## config.mk

```make
export PLATFORM = sky130hd
export DESIGN_NAME = matb_stream_reader
export DESIGN_NICKNAME = d
export VERILOG_FILES = /design/src/rtl/matb_stream_reader.sv
export SDC_FILE = /design/constraint.sdc
export NUM_CORES = 1
export LEC_CHECK = 0
export BUFFER_PORTS_ARGS = -buffer_cell sky130_fd_sc_hd__buf_2
export CORE_AREA = 5 5 426 428
export DETAILED_ROUTE_END_ITERATION = 10
export DIE_AREA = 0 0 431 433
export GPL_TIMING_DRIVEN = 0
export SETUP_SLACK_MARGIN = 0.2
export SYNTH_ARGS = -nofsm -noshare
export SYNTH_HDL_FRONTEND = slang
export SYNTH_SLANG_ARGS = --single-unit
```

## constraint.sdc

```tcl
create_clock -name vsi_clk -period 4.6 [get_ports vsi_clk]
set_input_delay 0.46 -clock vsi_clk [delete_from_list [all_inputs] [get_ports vsi_clk]]
set_output_delay 0.46 -clock vsi_clk [all_outputs]
set_load 0.005 [all_outputs]
```

## src/rtl/matb_stream_reader.sv

```systemverilog
// Streams B-matrix rows from four lockstep SRAM banks as 512-bit beats, replaying the row range once per pass.
// state | meaning: IDLE wait for start | ISSUE bank reads under credit | DRAIN wait for last beat to leave | DONE one-cycle done pulse
module matb_stream_reader #(
  parameter int ADDR_WIDTH = 7,
  parameter int BANK_WIDTH = 128
) (
  input  logic                    vsi_clk,
  input  logic                    vsi_rstn,
  input  logic                    start,
  input  logic [ADDR_WIDTH-1:0]   base_addr,
  input  logic [7:0]              row_count,
  input  logic [7:0]              pass_count,
  output logic                    busy,
  output logic                    done,
  output logic [ADDR_WIDTH-1:0]   vsi_SRAM_oaddr1,
  output logic [ADDR_WIDTH-1:0]   vsi_SRAM_oaddr2,
  output logic [ADDR_WIDTH-1:0]   vsi_SRAM_oaddr3,
  output logic [ADDR_WIDTH-1:0]   vsi_SRAM_oaddr4,
  output logic                    vsi_SRAM_oen1,
  output logic                    vsi_SRAM_oen2,
  output logic                    vsi_SRAM_oen3,
  output logic                    vsi_SRAM_oen4,
  input  logic [BANK_WIDTH-1:0]   vsi_SRAM_odata1,
  input  logic [BANK_WIDTH-1:0]   vsi_SRAM_odata2,
  input  logic [BANK_WIDTH-1:0]   vsi_SRAM_odata3,
  input  logic [BANK_WIDTH-1:0]   vsi_SRAM_odata4,
  output logic [4*BANK_WIDTH-1:0] m_data,
  output logic                    m_valid,
  input  logic                    m_ready,
  output logic                    m_last,
  output logic                    m_final
);

  typedef enum logic [1:0] {ST_IDLE, ST_ISSUE, ST_DRAIN, ST_DONE} state_t;

  state_t                  r_state, w_state_nxt;
  logic [ADDR_WIDTH-1:0]   r_base, r_addr_hold, w_addr;
  logic [7:0]              r_row_cnt, r_pass_cnt, r_row_idx, r_pass_idx;
  logic                    w_issue, w_pop, w_credit_ok, w_last_row, w_final_row;
  logic                    r_rd_vld, r_rd_last, r_rd_final;
  logic [4*BANK_WIDTH-1:0] r_fifo_data [2];
  logic [1:0]              r_fifo_last, r_fifo_final;
  logic                    r_wptr, r_rptr;
  logic [1:0]              r_occ;

  assign w_addr      = r_base + r_row_idx[ADDR_WIDTH-1:0];
  assign w_pop       = m_valid & m_ready;
  // occ + inflight - pop < 2, rearranged so nothing underflows
  assign w_credit_ok = ({1'b0, r_occ} + {2'b00, r_rd_vld}) < (3'd2 + {2'b00, w_pop});
  assign w_last_row  = (r_row_idx == r_row_cnt - 8'd1);
  assign w_final_row = w_last_row && (r_pass_idx == r_pass_cnt - 8'd1);

  always_comb begin
    w_state_nxt = r_state;
    w_issue     = 1'b0;
    case (r_state)
      ST_IDLE: begin
        if (start) begin
          if (row_count == 8'd0 || pass_count == 8'd0) w_state_nxt = ST_DONE;
          else                                          w_state_nxt = ST_ISSUE;
        end
      end
      ST_ISSUE: begin
        w_issue = w_credit_ok;
        if (w_issue && w_final_row) w_state_nxt = ST_DRAIN;
      end
      ST_DRAIN: begin
        if (!r_rd_vld && (r_occ == {1'b0, w_pop})) w_state_nxt = ST_DONE;
      end
      ST_DONE:  w_state_nxt = ST_IDLE;
      default:  w_state_nxt = ST_IDLE;
    endcase
  end

  always_ff @(posedge vsi_clk or negedge vsi_rstn) begin
    if (!vsi_rstn) r_state <= ST_IDLE;
    else           r_state <= w_state_nxt;
  end

  always_ff @(posedge vsi_clk or negedge vsi_rstn) begin
    if (!vsi_rstn) begin
      r_base      <= '0;
      r_row_cnt   <= '0;
      r_pass_cnt  <= '0;
      r_row_idx   <= '0;
      r_pass_idx  <= '0;
      r_addr_hold <= '0;
      r_rd_vld    <= 1'b0;
      r_rd_last   <= 1'b0;
      r_rd_final  <= 1'b0;
    end else begin
      if (r_state == ST_IDLE && start) begin
        r_base     <= base_addr;
        r_row_cnt  <= row_count;
        r_pass_cnt <= pass_count;
        r_row_idx  <= '0;
        r_pass_idx <= '0;
      end else if (w_issue) begin
        if (w_last_row) begin
          r_row_idx  <= '0;
          r_pass_idx <= r_pass_idx + 8'd1;
        end else begin
          r_row_idx  <= r_row_idx + 8'd1;
        end
      end
      if (w_issue) r_addr_hold <= w_addr;
      // tags ride alongside the one-cycle SRAM read latency
      r_rd_vld   <= w_issue;
      r_rd_last  <= w_last_row;
      r_rd_final <= w_final_row;
    end
  end

  always_ff @(posedge vsi_clk or negedge vsi_rstn) begin
    if (!vsi_rstn) begin
      for (int i = 0; i < 2; i++) r_fifo_data[i] <= '0;
      r_fifo_last  <= '0;
      r_fifo_final <= '0;
      r_wptr       <= 1'b0;
      r_rptr       <= 1'b0;
      r_occ        <= '0;
    end else begin
      if (r_rd_vld) begin
        r_fifo_data[r_wptr]  <= {vsi_SRAM_odata4, vsi_SRAM_odata3, vsi_SRAM_odata2, vsi_SRAM_odata1};
        r_fifo_last[r_wptr]  <= r_rd_last;
        r_fifo_final[r_wptr] <= r_rd_final;
        r_wptr               <= ~r_wptr;
      end
      if (w_pop) r_rptr <= ~r_rptr;
      r_occ <= r_occ + {1'b0, r_rd_vld} - {1'b0, w_pop};
    end
  end

  assign m_valid = (r_occ != 2'd0);
  assign m_data  = r_fifo_data[r_rptr];
  assign m_last  = r_fifo_last[r_rptr];
  assign m_final = r_fifo_final[r_rptr];

  assign busy = (r_state == ST_ISSUE) || (r_state == ST_DRAIN);
  assign done = (r_state == ST_DONE);

  assign vsi_SRAM_oen1   = w_issue;
  assign vsi_SRAM_oen2   = w_issue;
  assign vsi_SRAM_oen3   = w_issue;
  assign vsi_SRAM_oen4   = w_issue;
  assign vsi_SRAM_oaddr1 = w_issue ? w_addr : r_addr_hold;
  assign vsi_SRAM_oaddr2 = w_issue ? w_addr : r_addr_hold;
  assign vsi_SRAM_oaddr3 = w_issue ? w_addr : r_addr_hold;
  assign vsi_SRAM_oaddr4 = w_issue ? w_addr : r_addr_hold;

endmodule

```

==> Word-level counts from Yosys, hierarchy flattened <==
Cells that the tools add are included.
Widths: inputs -> output; s select.
{ "word_totals": {"n_memories": 0, "wordCells": 91, "ramBits": 0, "inputBits": 539, "mem_bits_ro": 0, "latchBits": 0, "output_inout_bits": 549, "regBits": 1083} }
{ "classes": {"magnitude_cmp": 7, "bitwise": 5, "reduce_logical": 17, "n_eq_ne": 9, "n_addsub": 9, "mul": 0, "n_shift": 0, "muxes": 27, "div_mod_pow": 0} }
{ "ops": {"columns": ["op", "n"], "rows": [
  ["$mux 512", 4],
  ["$bwmux 1024", 1],
  ["$demux 512 s1", 1],
  ["$mux 8", 6],
  ["$add 8x1->8 const B", 2],
  ["$eq 8x8->1", 2],
  ["$logic_not 8->1", 2],
  ["$sub 8x1->8 const B", 2],
  ["$mux 2", 4],
  ["$pmux 2 s4", 1],
  ["$add 7x7->7", 1],
  ["$mux 7", 1],
  ["$logic_and 1x1->1", 6],
  ["$mux 1", 6],
  ["$ne 2x2->1 const B", 3],
  ["$reduce_bool 2->1", 3],
  ["$bwmux 2", 2],
  ["$eq 2x2->1 const B", 2],
  ["$ge 2x2->1 const B", 2],
  ["$lt 1x2->1 const B", 2],
  ["$not 1->2", 2],
  ["$add 2x1->3", 1],
  ["$add 2x1->3 const A", 1],
  ["$lt 3x3->1", 1],
  ["other kinds (14)", 16]
]} }

==> Depth between registers and ports, before layout <==
Gate-level depths: netlist of run 1.
{ "depth": {"ltp_word": 7, "mapped_depth": 10, "mapped_depth_nobuf": 9} }

==> Least setup slack after synthesis of run 1 <==
OpenSTA, ideal clock, no wires.
{ "synth_path": {"path_type": "register to output", "from": "reg r_rd_vld", "to": "out vsi_SRAM_oaddr2[6]", "arrival_ns": 2.319, "required_ns": 4.140, "path_slack_ns": 1.821, "n_path_buf": 2, "path_stages_with_launch": 10, "path_cell_list": "dfrtp_1 > ha_1 > ha_1 > o21a_1 > nor2_1 > nand2_1 > clkbuf_1 > clkinv_1 > a31oi_1 > buf_4"} }
{ "synth_between": {"elab_chain_cells": 4} }
{ "synth_lines": {"columns": ["item", "line", "text"], "rows": [
  ["from (decl)", "40", "logic r_rd_vld, r_rd_last, r_rd_final;"],
  ["from (signal assigned)", "108", "r_rd_vld <= w_issue;"],
  ["$add 2x1->3", "49", "assign w_credit_ok = ({1'b0, r_occ} + {2'b00, r_rd_vld}) < (3'd2 + {2'b00, w_pop});"],
  ["$lt 3x3->1", "49", null],
  ["$mux 1", "56", "case (r_state)"],
  ["via vsi_SRAM_oen1", "19", "output logic vsi_SRAM_oen1,"],
  ["$mux 7", null, null],
  ["to (decl)", "16", "output logic [ADDR_WIDTH-1:0] vsi_SRAM_oaddr2,"]
]} }
The timed path passes the listed nets, and every way through them passes these cells.

==> Final worst setup path of run 1 <==
{ "layout_path": {"from": "reg r_occ[1]", "to": "out vsi_SRAM_oaddr2[1]"} }
{ "layout_between": {"elab_chain_cells": 6, "word_cells_on_any_way": 7, "cone_classes": "add/sub (2); order compare (1); mux (2); bitwise (1); reduce/logical (1)"} }
{ "layout_lines": {"columns": ["item", "line", "text"], "rows": [
  ["from (decl)", "44", "logic [1:0] r_occ;"],
  ["from (signal assigned)", "130", "r_occ <= r_occ + {1'b0, r_rd_vld} - {1'b0, w_pop};"],
  ["$reduce_bool 2->1", "134", "assign m_valid = (r_occ != 2'd0);"],
  ["$and 1x1->1", "47", "assign w_pop = m_valid & m_ready;"],
  ["$add 2x1->3", "49", null],
  ["$lt 3x3->1 *", "49", null],
  ["$mux 1 *", "56", null],
  ["$mux 7 *", null, null]
]} }
Mark *: on every way between the ends. The rest lies on a longest branch, timed or not.

==> metrics.log, run 1 <==
[metrics] number of fill cells: 17,100
[metrics] crit path setup slack, layout: 0.491 ns
[metrics] switching part of the total power: 0.335
[metrics] Initial DRT Pass Iterations: 5
[metrics] clock group share of total power: 0.220
[metrics] Die X: 431 um
[metrics] Worst Path Required: 4.14 ns
[metrics] I/O pin count: 1,088
[metrics] share of final-layout standard cells stronger than drive strength 1: 0.578
[metrics] Hold Path Stages: 3
[metrics] clock tree root buffer cell: clkbuf_16
[metrics] proportion of register bits with asynchronous set or reset after synthesis: 1.00
[metrics] insertion delay of the later-clocked pin in the worst-skew pair: 0.78 ns
[metrics] CP Capture Type: primary output
[metrics] Max transition margin: 0.152
[metrics] total number of nets in the final design: 5,450
[metrics] number of warnings reported in the yosys synthesis log: 0
[metrics] worst setup path category: flip-flop to primary output
[metrics] Routed WL per cell: 22.4 um
[metrics] global router's overall resource usage: 0.172
[metrics] Total Neg Setup Slack: 0 ns
[metrics] reg-to-reg slack, setup: 0.93 ns
[metrics] Area Overhead vs Synth: 39.0%
[metrics] drt first-iter violations: 1,502
[metrics] power density over the cells: 725 nW/um^2
[metrics] summed instance area of the synthesized netlist: 47,100 sq um
[metrics] post-synthesis net count: 3,686
[metrics] worst endpoint data arrival time: 3.65 ns
[metrics] Leak: 29.1 nW
[metrics] power share of the combinational group: 0.429
[metrics] number of synthesized flops with an enable pin: 0
[metrics] number of buffers between clock root and the deepest sink: 3
[metrics] Period minus WS final: 4.11 ns
[metrics] outcome: completed
[metrics] final-report setup violation count: 0
[metrics] buffer and inverter count on the worst path: 4
[metrics] total gr overflow: 0
[metrics] cell row count: 155
[metrics] global-route wire length before repair: 241,000 um
[metrics] cell type of the slowest stage on the worst timing path: o21ai_0
[metrics] DRC Markers: 0
[metrics] Critical Path Stages: 10
[metrics] post-route clock skew: 0.0263 ns
[metrics] final-report max-slew violation count: 0
[metrics] Core Region: 177,000 sq um
[metrics] cell repeated most along the worst path: nand2_1
[metrics] initial core utilization: 0.266
[metrics] maximum fanout encountered on the critical timing path: 10
[metrics] kind of path behind the tightest hold check: input port to flip-flop
[metrics] Fmax: 243 MHz
[metrics] unrepaired setup endpoints after global routing: yes
[metrics] maximum level of the CTS H-tree: 4
[metrics] main flop type after synthesis: dfrtp_1
[metrics] number of maximum-capacitance constraint violations: 0
[metrics] share of the yosys chip area belonging to registers: 0.575
[metrics] Die Y: 433 um
[metrics] cell family with most CP delay: compound AO/OA/AOI/OAI gates
[metrics] initial antenna violation count: 38
[metrics] count of endpoints failing hold in the final timing report: 0
[metrics] delay contributed by the slowest stage of the critical path: 0.48 ns
[metrics] Synth Area per Inst: 15.1 sq um
[metrics] ratio of final minimum period to clock period: 0.893
[metrics] sequential fraction of design power: 0.350
[metrics] ordered cell list for the critical path: o21ai_0, o21a_1, nor2_1, nand2_1, clkbuf_2, clkbuf_1, nand2_1, o21ai_1, buf_4, buf_2
[metrics] Hold Crit Start: m_ready
[metrics] cells after synthesis: 3,127
[metrics] via count of the first global-routing pass: 36,300
[metrics] Post-Route WL: 165,000 um
[metrics] CP startpoint kind: flip-flop
[metrics] worst-margin pin slew: 1.27 ns
[metrics] number of buffers inserted during clock tree synthesis: 130
[metrics] Pint: 31.6 mW
[metrics] hold endpoint: r_rptr$_DFFE_PN0P_
[metrics] synth unique cells: 54
[metrics] Sink Count: 1,083
[metrics] clock tree from TritonCTS: done
[metrics] Worst-path clk slew: 0.06 ns
[metrics] Post CTS Setup Buffer Count: 0
[metrics] cells on worst reg2reg path: 5
[metrics] count of vias placed by the detailed router: 33,200
[metrics] start of the worst register-to-register path: r_rd_vld$_DFF_PN0_
[metrics] pin count of the biggest net entering global routing: 173
[metrics] buffers added on ports: 1,087
[metrics] average via count per standard cell: 4.51
[metrics] DP Wirelength: 124,000 um
[metrics] Die ar.: 187,000 sq um
[metrics] DRT antenna net count: 0
[metrics] reg-to-reg critical path endpoint: r_fifo_data[940]$_DFFE_PN0P_
[metrics] Psw: 15.9 mW
[metrics] largest vdd supply drop: 0.387 mV
[metrics] worst setup slack after placement: 0.491 ns
[metrics] routability congestion estimate: 0.853
[metrics] synthesis-stage register bit count: 1,083
-- through the flow --
stage               hold slack [ns]  cell area (sq um)  total power, mW  std cells   util
finish                        0.142              65500             47.5       7368  0.369
global route                 0.0790              65500             50.3       7352  0.369
CTS                          0.0246              65500             48.2       7341  0.369
detailed placement            0.354              55800             37.0       6578  0.314
global placement              0.476              55500             36.5       6569  0.313
floorplan                     0.164              47100             27.8       3127      -
-- layout by cell type, fill, tap and decap left out, types with 3 or more instances in the layout --
| cell | instances |
|---|---|
| nor2b_1 | 3 |
| buf_4 | 24 |
| clkbuf_1 | 191 |
| diode_2 | 27 |
| clkinv_2 | 12 |
| o31ai_1 | 7 |
| xnor2_1 | 10 |
| dfrtp_1 | 1083 |
| o21ai_0 | 17 |
| clkbuf_2 | 16 |
| inv_1 | 20 |
| dlygate4sd3_1 | 536 |
| buf_2 | 1086 |
| clkinv_8 | 4 |
| o21ai_1 | 3 |
| clkbuf_16 | 135 |
| nand2b_1 | 3 |
| and2_1 | 3 |
| or3_1 | 9 |
| nand3_1 | 10 |
| buf_16 | 7 |
| xor2_1 | 13 |
| nor3_1 | 4 |
| clkbuf_8 | 20 |
| mux2_2 | 1542 |
| clkinvlp_4 | 3 |
| mux2i_1 | 4 |
| nor4_1 | 6 |
| a21oi_1 | 16 |
| nand2_1 | 87 |
| nor2_1 | 10 |
| or2_2 | 3 |
| buf_1 | 10 |
| ha_1 | 19 |
| inv_6 | 5 |
| a31oi_1 | 5 |
| o22ai_1 | 4 |
| bufinv_16 | 10 |
| or4_1 | 8 |
-- metal layers --
layer / GRT usage / wire length, um / share of wire / vias to the layer above
met1: 0.201 / 64900 / 0.39 / 17100
li1: - / - / - / 14800
met3: 0.0485 / 10500 / 0.063 / 305
met4: 0.0711 / 7450 / 0.045 / 14
met2: 0.297 / 82200 / 0.50 / 966
met5: 0 / 87 / 0.00053 / -
-- cells by family (layout without fill, tap and decap cells) --
logic type      after synthesis  count (layout)  synth area share
compound gates               66              66           0.00881
xor+xnor                     23              23           0.00427
fa+ha+maj                    20              20           0.00547
buf+inv                     227            2086            0.0201
flops                      1083            1083             0.575
mux                        1546            1546             0.369
other cells                   0              27                 0
simple gates                162             162            0.0173
-- tightest hold or removal path, cell delays in order --
cell	delay, ns
buf_2	0.10
o21ai_0	0.21
xnor2_1	0.09
-- power by group through the flow --
stage | registers [mW] | clock network [mW] | logic, mW
5_1_grt | 17.2 | 11.2 | 22.0
4_1_cts | 16.6 | 10.8 | 20.8
3_3_place_gp | 16.5 | 0 | 20.0
2_1_floorplan | 16.0 | 0 | 11.8
6_report | 16.6 | 10.5 | 20.4
3_5_place_dp | 16.7 | 0 | 20.3
-- cell type report --
type                       count  area, sq um  share of cell area
sequential                  1083        27100               0.413
multi-input combinational   1817        19100               0.291
timing repair buffer        1632        11000               0.168
clock buffer                 191         3790              0.0578
tap                         2355         2950              0.0450
buffer                       206          891              0.0136
clock inverter                36          536             0.00817
inverter                      21         80.1             0.00122
antenna                       27         67.6             0.00103
-- timing repair --
action,in CTS,in global routing
setup endpoints to repair,173,13
hold endpoints to repair,1110,0
gates resized for setup,13,2
hold buffers,536,0
pin swaps,0,0
-- registers in the layout, indices dropped and copies added (netlist names), 7 cells and up --
name and cells:
r_fifo_data 1024, r_pass_idx 8, r_pass_cnt 8, r_row_idx 8, r_base 7, r_row_cnt 8, r_addr_hold 7
-- worst max path at each step --
| stage | endpoint | slack (ns) | start |
|---|---|---|---|
| after floorplan | vsi_SRAM_oaddr2[6] | 1.82 | r_rd_vld$_DFF_PN0_ |
| after global placement | r_fifo_data[189]$_DFFE_PN0P_ | -20.80 | vsi_rstn |
| after detailed placement | r_fifo_data[535]$_DFFE_PN0P_ | 0.49 | r_rd_vld$_DFF_PN0_ |
| after CTS | m_data[333] | 0.21 | r_rptr$_DFFE_PN0P_ |
| after global routing | vsi_SRAM_oaddr3[1] | 0.14 | r_rd_vld$_DFF_PN0_ |
| final | vsi_SRAM_oaddr2[1] | 0.49 | r_occ[1]$_DFF_PN0_ |
-- Yosys cell counts (all sizes together), types with 2 or more instances --
cell / n / area (sq um)
a211oi: 2 / 15.0
a21o: 2 / 15.0
a21oi: 16 / 80.1
a31oi: 5 / 31.3
and2: 3 / 18.8
and3: 2 / 12.5
buf: 35 / 229
clkbuf: 171 / 642
dfrtp: 1083 / 27100
ha: 19 / 238
inv: 20 / 75.1
mux2: 1542 / 17400
mux2i: 4 / 40.0
nand2: 87 / 327
nand2b: 3 / 18.8
nand3: 10 / 50.1
nand4: 3 / 33.8
nor2: 10 / 37.5
nor2b: 3 / 18.8
nor3: 4 / 20.0
nor4: 7 / 50.1
o21ai: 21 / 105
o22ai: 4 / 25.0
o31ai: 7 / 52.6
or2: 3 / 18.8
or3: 10 / 67.6
or4: 9 / 71.3
xnor2: 10 / 87.6
xor2: 13 / 114
(Power assumes the default switching activity.)
==> inputs of run 2 (changes only) <==
--- a/config.mk
+++ b/config.mk
@@ -6,9 +6,9 @@
 export NUM_CORES = 1
 export LEC_CHECK = 0
 export BUFFER_PORTS_ARGS = -buffer_cell sky130_fd_sc_hd__buf_2
-export CORE_AREA = 5 5 426 428
+export CORE_AREA = 5 5 419 421
 export DETAILED_ROUTE_END_ITERATION = 10
-export DIE_AREA = 0 0 431 433
+export DIE_AREA = 0 0 424 426
 export GPL_TIMING_DRIVEN = 0
 export SETUP_SLACK_MARGIN = 0.2
 export SYNTH_ARGS = -nofsm -noshare
==> metrics.log, run 2 (synthesis gave the netlist of run 1 again) <==
[metrics] outcome: completed
[metrics] core occupancy in the finished layout: 0.383 (+0.0134)
[metrics] via count of the first global-routing pass: 36,800 (+1.2%)
[metrics] cell type of the slowest stage on the worst timing path: dfrtp_1
[metrics] count of endpoints failing hold in the final timing report: 0 (unchanged)
[metrics] ratio of final minimum period to clock period: 0.897 (+0.00414)
[metrics] buffers added on ports: 1,087 (unchanged)
[metrics] Fmax: 242 MHz (-0.46%)
[metrics] initial core utilization: 0.276 (+0.0101)
[metrics] worst setup slack after placement: 0.586 ns (+0.0957 ns)
[metrics] Max transition margin: 0.170 (+0.0175)
[metrics] drt first-iter violations: 1,504 (+0.13%)
[metrics] reg-to-reg critical path endpoint: r_fifo_data[786]$_DFFE_PN0P_
[metrics] crit path setup slack, layout: 0.472 ns (-0.0191 ns)
[metrics] cells on worst reg2reg path: 5 (unchanged)
[metrics] total gr overflow: 0 (unchanged)
[metrics] Worst-path clk slew: 0.06 ns (about the same)
[metrics] Initial DRT Pass Iterations: 5 (unchanged)
[metrics] total number of nets in the final design: 5,448 (-0.037%)
[metrics] register with the highest flop count: r_fifo_data
[metrics] worst setup path category: flip-flop to primary output
[metrics] worst-margin pin slew: 1.25 ns (-0.0262 ns)
[metrics] kind of path behind the tightest hold check: input port to flip-flop
[metrics] Hold Path Stages: 3 (unchanged)
[metrics] final-report setup violation count: 0 (unchanged)
[metrics] delay contributed by the slowest stage of the critical path: 0.47 ns (about the same)
[metrics] post-route cell area: 65,400 sq um (-0.16%)
[metrics] I/O pin count: 1,088 (unchanged)
[metrics] initial antenna violation count: 42 (+11%)
[metrics] Routed WL per cell: 23.1 um (+2.9%)
[metrics] CP Capture Type: primary output
[metrics] final-report max-slew violation count: 0 (unchanged)
[metrics] clock tree from TritonCTS: done
[metrics] DRT antenna net count: 0 (unchanged)
[metrics] maximum level of the CTS H-tree: 4 (unchanged)
[metrics] leading cell type in the layout, fill and taps excluded: mux2_2
[metrics] ordered cell list for the critical path: ha_1, ha_1, o21a_1, nor2_1, nand2_1, clkbuf_2, clkbuf_1, nand2_1, o21ai_1, buf_4, buf_2
[metrics] cell row count: 152 (-1.9%)
[metrics] cell family with most CP delay: buffers and inverters
[metrics] global-route wire length before repair: 244,000 um (+1.3%)
[metrics] cell area after placement: 55,600 sq um (-0.34%)
[metrics] count of vias placed by the detailed router: 33,100 (-0.30%)
[metrics] unrepaired setup endpoints after global routing: no
[metrics] worst endpoint data arrival time: 3.67 ns (+0.02 ns)
[metrics] Core Region: 171,000 sq um (-3.7%)
[metrics] global router's overall resource usage: 0.180 (+0.00818)
[metrics] number of buffers between clock root and the deepest sink: 3 (unchanged)
[metrics] post-route clock skew: 0.0236 ns (-0.00268 ns)
[metrics] DP Wirelength: 126,000 um (+1.5%)
[metrics] Worst Path Required: 4.14 ns (about the same)
[metrics] number of fill cells: 16,300 (-4.9%)
[metrics] Sink Count: 1,083 (unchanged)
[metrics] hold endpoint: r_rptr$_DFFE_PN0P_
[metrics] Leak: 29.0 nW (about the same)
[metrics] maximum fanout encountered on the critical timing path: 10 (unchanged)
[metrics] clock tree root buffer cell: clkbuf_16
[metrics] Area Overhead vs Synth: 38.8%
[metrics] Period minus WS final: 4.13 ns (+0.0191 ns)
[metrics] CP startpoint kind: flip-flop
[metrics] Total Neg Setup Slack: 0 ns (unchanged)
[metrics] start of the worst register-to-register path: r_rd_vld$_DFF_PN0_
[metrics] Die ar.: 181,000 sq um (-3.2%)
[metrics] Die Y: 426 um (-1.6%)
[metrics] share of final-layout standard cells stronger than drive strength 1: 0.578 (about the same)
[metrics] Hold Crit Start: m_ready
[metrics] DRC Markers: 0 (unchanged)
[metrics] commonest cells after routing, fill and taps aside: mux2_2 (1,542), buf_2 (1,086), dfrtp_1 (1,083), dlygate4sd3_1 (536), clkbuf_1 (192)
[metrics] average via count per standard cell: 4.57 (+1.5%)
[metrics] Post-Route WL: 167,000 um (+1.1%)
[metrics] reg-to-reg slack, setup: 1.14 ns (+0.21 ns)
[metrics] largest vdd supply drop: 0.390 mV (+0.79%)
[metrics] number of flip-flops under the largest register name: 1,024 (unchanged)
[metrics] power density over the cells: 731 nW/um^2 (+0.91%)
[metrics] insertion delay of the later-clocked pin in the worst-skew pair: 0.80 ns (+0.02 ns)
[metrics] pin count of the biggest net entering global routing: 172 (-0.58%)
[metrics] Post CTS Setup Buffer Count: 0 (unchanged)
[metrics] Die X: 424 um (-1.6%)
[metrics] number of buffers inserted during clock tree synthesis: 130 (unchanged)
[metrics] number of maximum-capacitance constraint violations: 0 (unchanged)
[metrics] buffer and inverter count on the worst path: 4 (unchanged)
[metrics] routability congestion estimate: 0.902 (+5.8%)
[run 2: final cells by class]
class	count	area, sq um	share of cell area
sequential	1083	27100	0.414
multi-input combinational	1817	19100	0.292
timing repair buffer	1630	11000	0.168
clock buffer	187	3740	0.0571
tap	2233	2790	0.0427
buffer	206	885	0.0135
clock inverter	38	668	0.0102
inverter	21	80.1	0.00122
antenna	24	60.1	0.000918
[run 2: how the worst max path moves through the flow]
stage	cells past startpoint	to	startpoint
floorplan	9	vsi_SRAM_oaddr2[6]	r_rd_vld$_DFF_PN0_
detailed placement	6	m_data[140]	r_rptr$_DFFE_PN0P_
global route	11	vsi_SRAM_oaddr3[3]	r_rd_vld$_DFF_PN0_
finish	11	vsi_SRAM_oaddr3[3]	r_rd_vld$_DFF_PN0_
global placement	1	r_fifo_data[213]$_DFFE_PN0P_	vsi_rstn
CTS	10	vsi_SRAM_oaddr3[1]	r_rd_vld$_DFF_PN0_
[run 2: power breakdown]
group | leakage [nW] | total [mW] | switching, mW | internal (mW)
clock | 2.13 | 10.6 | 4.24 | 6.32
combinational | 14.1 | 20.6 | 9.66 | 11.0
sequential | 12.8 | 16.6 | 2.31 | 14.3
[run 2: metal layers]
layer / vias up / global-route usage / share of wire
met3: 366 / 0.0553 / 0.069
met5: - / 0 / 0.00086
met2: 1027 / 0.311 / 0.50
met4: 24 / 0.0768 / 0.043
li1: 14800 / - / -
met1: 16900 / 0.207 / 0.39
[run 2: worst reg2reg max path, delay by kind of cell, from the launching register on]
kind / cells / cell delay [ns]
flops: 1 / 0.49
simple gates: 1 / 0.17
mux: 1 / 0.43
buf+inv: 3 / 2.24
[run 2: stage by stage]
step	instances	hold slack [ns]	total power [mW]
final	7239	0.111	47.8
after detailed placement	6454	0.485	37.2
after floorplan	3127	0.164	27.8
after global placement	6447	0.476	36.7
after CTS	7215	0.0378	48.5
after global routing	7221	0.101	50.7
[run 2: timing repair]
action	CTS	global route
hold buffers	536	0
endpoints found under the setup margin	70	12
resized for setup	11	4
endpoints found under the hold margin	1215	0
==> inputs of run 3 (changes only) <==
--- a/config.mk
+++ b/config.mk
@@ -5,10 +5,11 @@
 export SDC_FILE = /design/constraint.sdc
 export NUM_CORES = 1
 export LEC_CHECK = 0
-export BUFFER_PORTS_ARGS = -buffer_cell sky130_fd_sc_hd__buf_2
-export CORE_AREA = 5 5 419 421
+export ABC_AREA = 1
+export BUFFER_PORTS_ARGS = -buffer_cell sky130_fd_sc_hd__buf_4
+export CORE_AREA = 5 5 424 426
 export DETAILED_ROUTE_END_ITERATION = 10
-export DIE_AREA = 0 0 424 426
+export DIE_AREA = 0 0 429 431
 export GPL_TIMING_DRIVEN = 0
 export SETUP_SLACK_MARGIN = 0.2
 export SYNTH_ARGS = -nofsm -noshare
==> metrics.log, run 3 <==
[metrics] cell taking the most area after synthesis: dfrtp_1
[metrics] maximum level of the CTS H-tree: 4 (unchanged)
[metrics] main combinational cell family by area after synthesis: simple AND/OR/NAND/NOR gates
[metrics] count of vias placed by the detailed router: 47,500 (+44%)
[metrics] Sink Count: 1,083 (unchanged)
[metrics] commonest cells after routing, fill and taps aside: nand2_1 (2,672), buf_4 (1,110), dfrtp_1 (1,083), o21ai_0 (993), inv_1 (560)
[metrics] kind of path behind the tightest hold check: input port to flip-flop
[metrics] Psw: 22.3 mW (+37%)
[metrics] power density over the cells: 761 nW/um^2 (+4.2%)
[metrics] share of cell area taken by muxes after synthesis: 0.00190 (-0.367)
[metrics] total gr overflow: 0 (unchanged)
[metrics] routability congestion estimate: 0.959 (+6.3%)
[metrics] most numerous cell types in the synthesized netlist: nand2_1 (2,672), dfrtp_1 (1,083), o21ai_0 (994)
[metrics] ratio of final minimum period to clock period: 0.869 (-0.0284)
[metrics] Max transition margin: 0.197 (+0.0277)
[metrics] buffer and inverter count on the worst path: 5 (+1)
[metrics] cell type of the slowest stage on the worst timing path: clkbuf_1
[metrics] xor/xnor share of the synthesized area: 0.00407 (-0.000202)
[metrics] sequential fraction of design power: 0.321 (-0.027)
[metrics] Worst-path clk slew: 0.05 ns (about the same)
[metrics] post-synthesis net count: 6,484 (+76%)
[metrics] Area Overhead vs Synth: 44.6%
[metrics] global-route wire length before repair: 323,000 um (+32%)
[metrics] Fmax: 250 MHz (+3.3%)
[metrics] proportion of register bits with asynchronous set or reset after synthesis: 1.00 (unchanged)
[metrics] clock tree from TritonCTS: done
[metrics] clock tree root buffer cell: clkbuf_16
[metrics] outcome: completed
[metrics] area share of the largest cell type after synthesis: 0.573 (-0.00231)
[metrics] register with the highest flop count: r_fifo_data
[metrics] number of synthesized flops with an enable pin: 0 (unchanged)
[metrics] cell row count: 154 (+1.3%)
[metrics] share of the yosys chip area belonging to registers: 0.573 (-0.00231)
[metrics] buffers added on ports: 1,087 (unchanged)
[metrics] post-route clock skew: 0.0336 ns (+0.0100 ns)
[metrics] Synth Area in Compound Gates: 0.115 (+0.106)
[metrics] I/O pin count: 1,088 (unchanged)
[metrics] number of maximum-capacitance constraint violations: 0 (unchanged)
[metrics] worst endpoint data arrival time: 3.54 ns (-0.13 ns)
[metrics] DP Wirelength: 169,000 um (+34%)
[metrics] number of fill cells: 17,700 (+9.1%)
[metrics] unrepaired setup endpoints after global routing: no
[metrics] Synth Area per Inst: 7.99 sq um (-47%)
[metrics] Total Neg Setup Slack: 0 ns (unchanged)
[metrics] synthesized-area fraction occupied by adder cells: 0.00545 (-0.0000220)
[metrics] number of buffers inserted during clock tree synthesis: 131 (+0.77%)
[metrics] Leak: 36.2 nW (+25%)
[metrics] power share of the combinational group: 0.477 (+0.046)
[metrics] delay contributed by the slowest stage of the critical path: 0.75 ns (+0.28 ns)
[metrics] Period minus WS final: 4.00 ns (-0.131 ns)
[metrics] Initial DRT Pass Iterations: 6 (+1)
[metrics] leading cell type in the layout, fill and taps excluded: nand2_1
[metrics] synth top area cells: dfrtp_1 (57%), nand2_1 (21%), o21ai_0 (11%), inv_1 (4.4%), clkbuf_1 (2.2%)
[metrics] number of buffers between clock root and the deepest sink: 3 (unchanged)
[metrics] pin count of the biggest net entering global routing: 178 (+3.5%)
[metrics] switching part of the total power: 0.427 (+0.0885)
[metrics] insertion delay of the later-clocked pin in the worst-skew pair: 0.80 ns (about the same)
[metrics] initial core utilization: 0.270 (-0.00579)
[metrics] worst setup path category: flip-flop to primary output
[metrics] Die Y: 431 um (+1.2%)
[metrics] cell family with most CP delay: buffers and inverters
[metrics] ordered cell list for the critical path: inv_1, clkbuf_2, clkbuf_1, clkbuf_1, nand2_1, nand2_1, buf_4
[metrics] Total Power Consumption: 52.1 mW (+8.9%)
[metrics] simple-gate share of the synthesized area: 0.223 (+0.206)
[metrics] via count of the first global-routing pass: 47,200 (+28%)
[metrics] final-report setup violation count: 0 (unchanged)
[metrics] cells after synthesis: 5,925 (+89%)
[metrics] share of final-layout standard cells stronger than drive strength 1: 0.182 (-0.397)
[metrics] DRC Markers: 0 (unchanged)
[metrics] clock group share of total power: 0.202 (-0.019)
[metrics] synthesis-stage register bit count: 1,083 (unchanged)
[metrics] summed instance area of the synthesized netlist: 47,300 sq um (+0.40%)
[metrics] Die ar.: 185,000 sq um (+2.4%)
[metrics] number of flip-flops under the largest register name: 1,024 (unchanged)
[metrics] CP Capture Type: primary output
[metrics] Post-Route WL: 223,000 um (+33%)
[metrics] CP startpoint kind: flip-flop
[metrics] Routed WL per cell: 21.9 um (-5.0%)
[metrics] Core Region: 175,000 sq um (+2.6%)
[metrics] drt first-iter violations: 4,531 (+200%)
[metrics] number of warnings reported in the yosys synthesis log: 0 (unchanged)
[metrics] global router's overall resource usage: 0.233 (+0.0533)
[metrics] Post CTS Setup Buffer Count: 0 (unchanged)
[metrics] DRT antenna net count: 0 (unchanged)
[metrics] maximum fanout encountered on the critical timing path: 10 (unchanged)
[metrics] synth unique cells: 36 (-33%)
[metrics] Pint: 29.9 mW (-5.7%)
[metrics] main flop type after synthesis: dfrtp_1
[metrics] reg-to-reg slack, setup: 1.58 ns (+0.44 ns)
[metrics] final-report max-slew violation count: 0 (unchanged)
[metrics] Die X: 429 um (+1.2%)
[metrics] total number of nets in the final design: 8,243 (+51%)
[metrics] worst-margin pin slew: 1.20 ns (-0.0415 ns)
[metrics] average via count per standard cell: 4.67 (+2.2%)
[metrics] Worst Path Required: 4.14 ns (about the same)
[metrics] initial antenna violation count: 42 (unchanged)
[metrics] count of endpoints failing hold in the final timing report: 0 (unchanged)
[metrics] largest vdd supply drop: 0.497 mV (+27%)
[metrics] most numerous cell in the Yosys netlist: nand2_1
-- run 3: path summary, 6_finish.rpt --
path,start,end,cells after the start
hold reg to reg,r_fifo_data[127]$_DFFE_PN0P_,r_fifo_data[127]$_DFFE_PN0P_,2
min in group asynchronous,vsi_rstn,r_fifo_data[727]$_DFFE_PN0P_,2
hold / removal,vsi_SRAM_odata4[127],r_fifo_data[1023]$_DFFE_PN0P_,3
setup / recovery,r_rptr$_DFFE_PN0P_,m_data[348],7
max in group asynchronous,vsi_rstn,r_fifo_data[410]$_DFFE_PN0P_,5
setup reg to reg,r_rd_vld$_DFF_PN0_,r_fifo_data[573]$_DFFE_PN0P_,8
-- run 3: cells by family after synthesis --
logic type               count (synthesis)
AND/OR/NAND/NOR                       2774
flip-flops                            1083
AO/OA/AOI/OAI                         1078
buffers and inverters                  940
XOR/XNOR                                22
adder cells (fa/ha/maj)                 20
multiplexers                             8
-- run 3: layout make-up --
cell class / instances / area (sq um) / area share
well taps: 2340 / 2930 / 0.0428
clock inverters: 47 / 651 / 0.00951
multi-input cells: 3902 / 16500 / 0.241
flip-flops and latches: 1083 / 27100 / 0.396
clock buffers: 184 / 3730 / 0.0545
repair buffers: 1626 / 13700 / 0.200
inverters: 564 / 2120 / 0.0309
plain buffers: 376 / 1590 / 0.0233
diodes: 46 / 115 / 0.00168
-- run 3: metrics by stage --
step / instances / utilization / area, sq um / setup slack, ns / hold WS (ns)
finish: 10200 / 0.390 / 68400 / 0.603 / 0.0661
global route: 10100 / 0.390 / 68400 / 0.331 / 0.0211
CTS: 10100 / 0.390 / 68300 / 0.355 / 0.00192
detailed placement: 9358 / 0.334 / 58600 / 0.728 / 0.473
global placement: 9352 / 0.333 / 58400 / -10.26 / 0.465
floorplan: 5925 / - / 47300 / 1.99 / 0.164
-- run 3: layer usage --
| layer | track usage | part of all wire | vias up |
|---|---|---|---|
| met5 | 0 | 0.00048 | - |
| met4 | 0.128 | 0.066 | 16 |
| met3 | 0.0585 | 0.074 | 516 |
| met2 | 0.388 | 0.48 | 2008 |
| met1 | 0.278 | 0.38 | 23200 |
| li1 | - | - | 21800 |
-- run 3: worst register-to-register path, delay by kind of cell, from the launching register on --
family	cells	cell delay (ns)
AND/OR/NAND/NOR	2	0.22
flip-flops	1	0.46
buffers and inverters	5	2.15
AO/OA/AOI/OAI	1	0.12
-- run 3: power groups by stage --
stage,clock network (mW),logic [mW],registers (mW)
final,10.5,24.9,16.7
after global routing,11.2,27.2,17.2
after CTS,10.8,25.1,16.6
after detailed placement,0,24.6,16.8
after global placement,0,24.2,16.6
after floorplan,0,11.0,16.1
-- run 3: what timing repair did --
action	4_1_cts	5_1_grt
setup endpoints to repair	133	0
hold buffers	533	0
resized for setup	2	0
endpoints found under the hold margin	1167	0
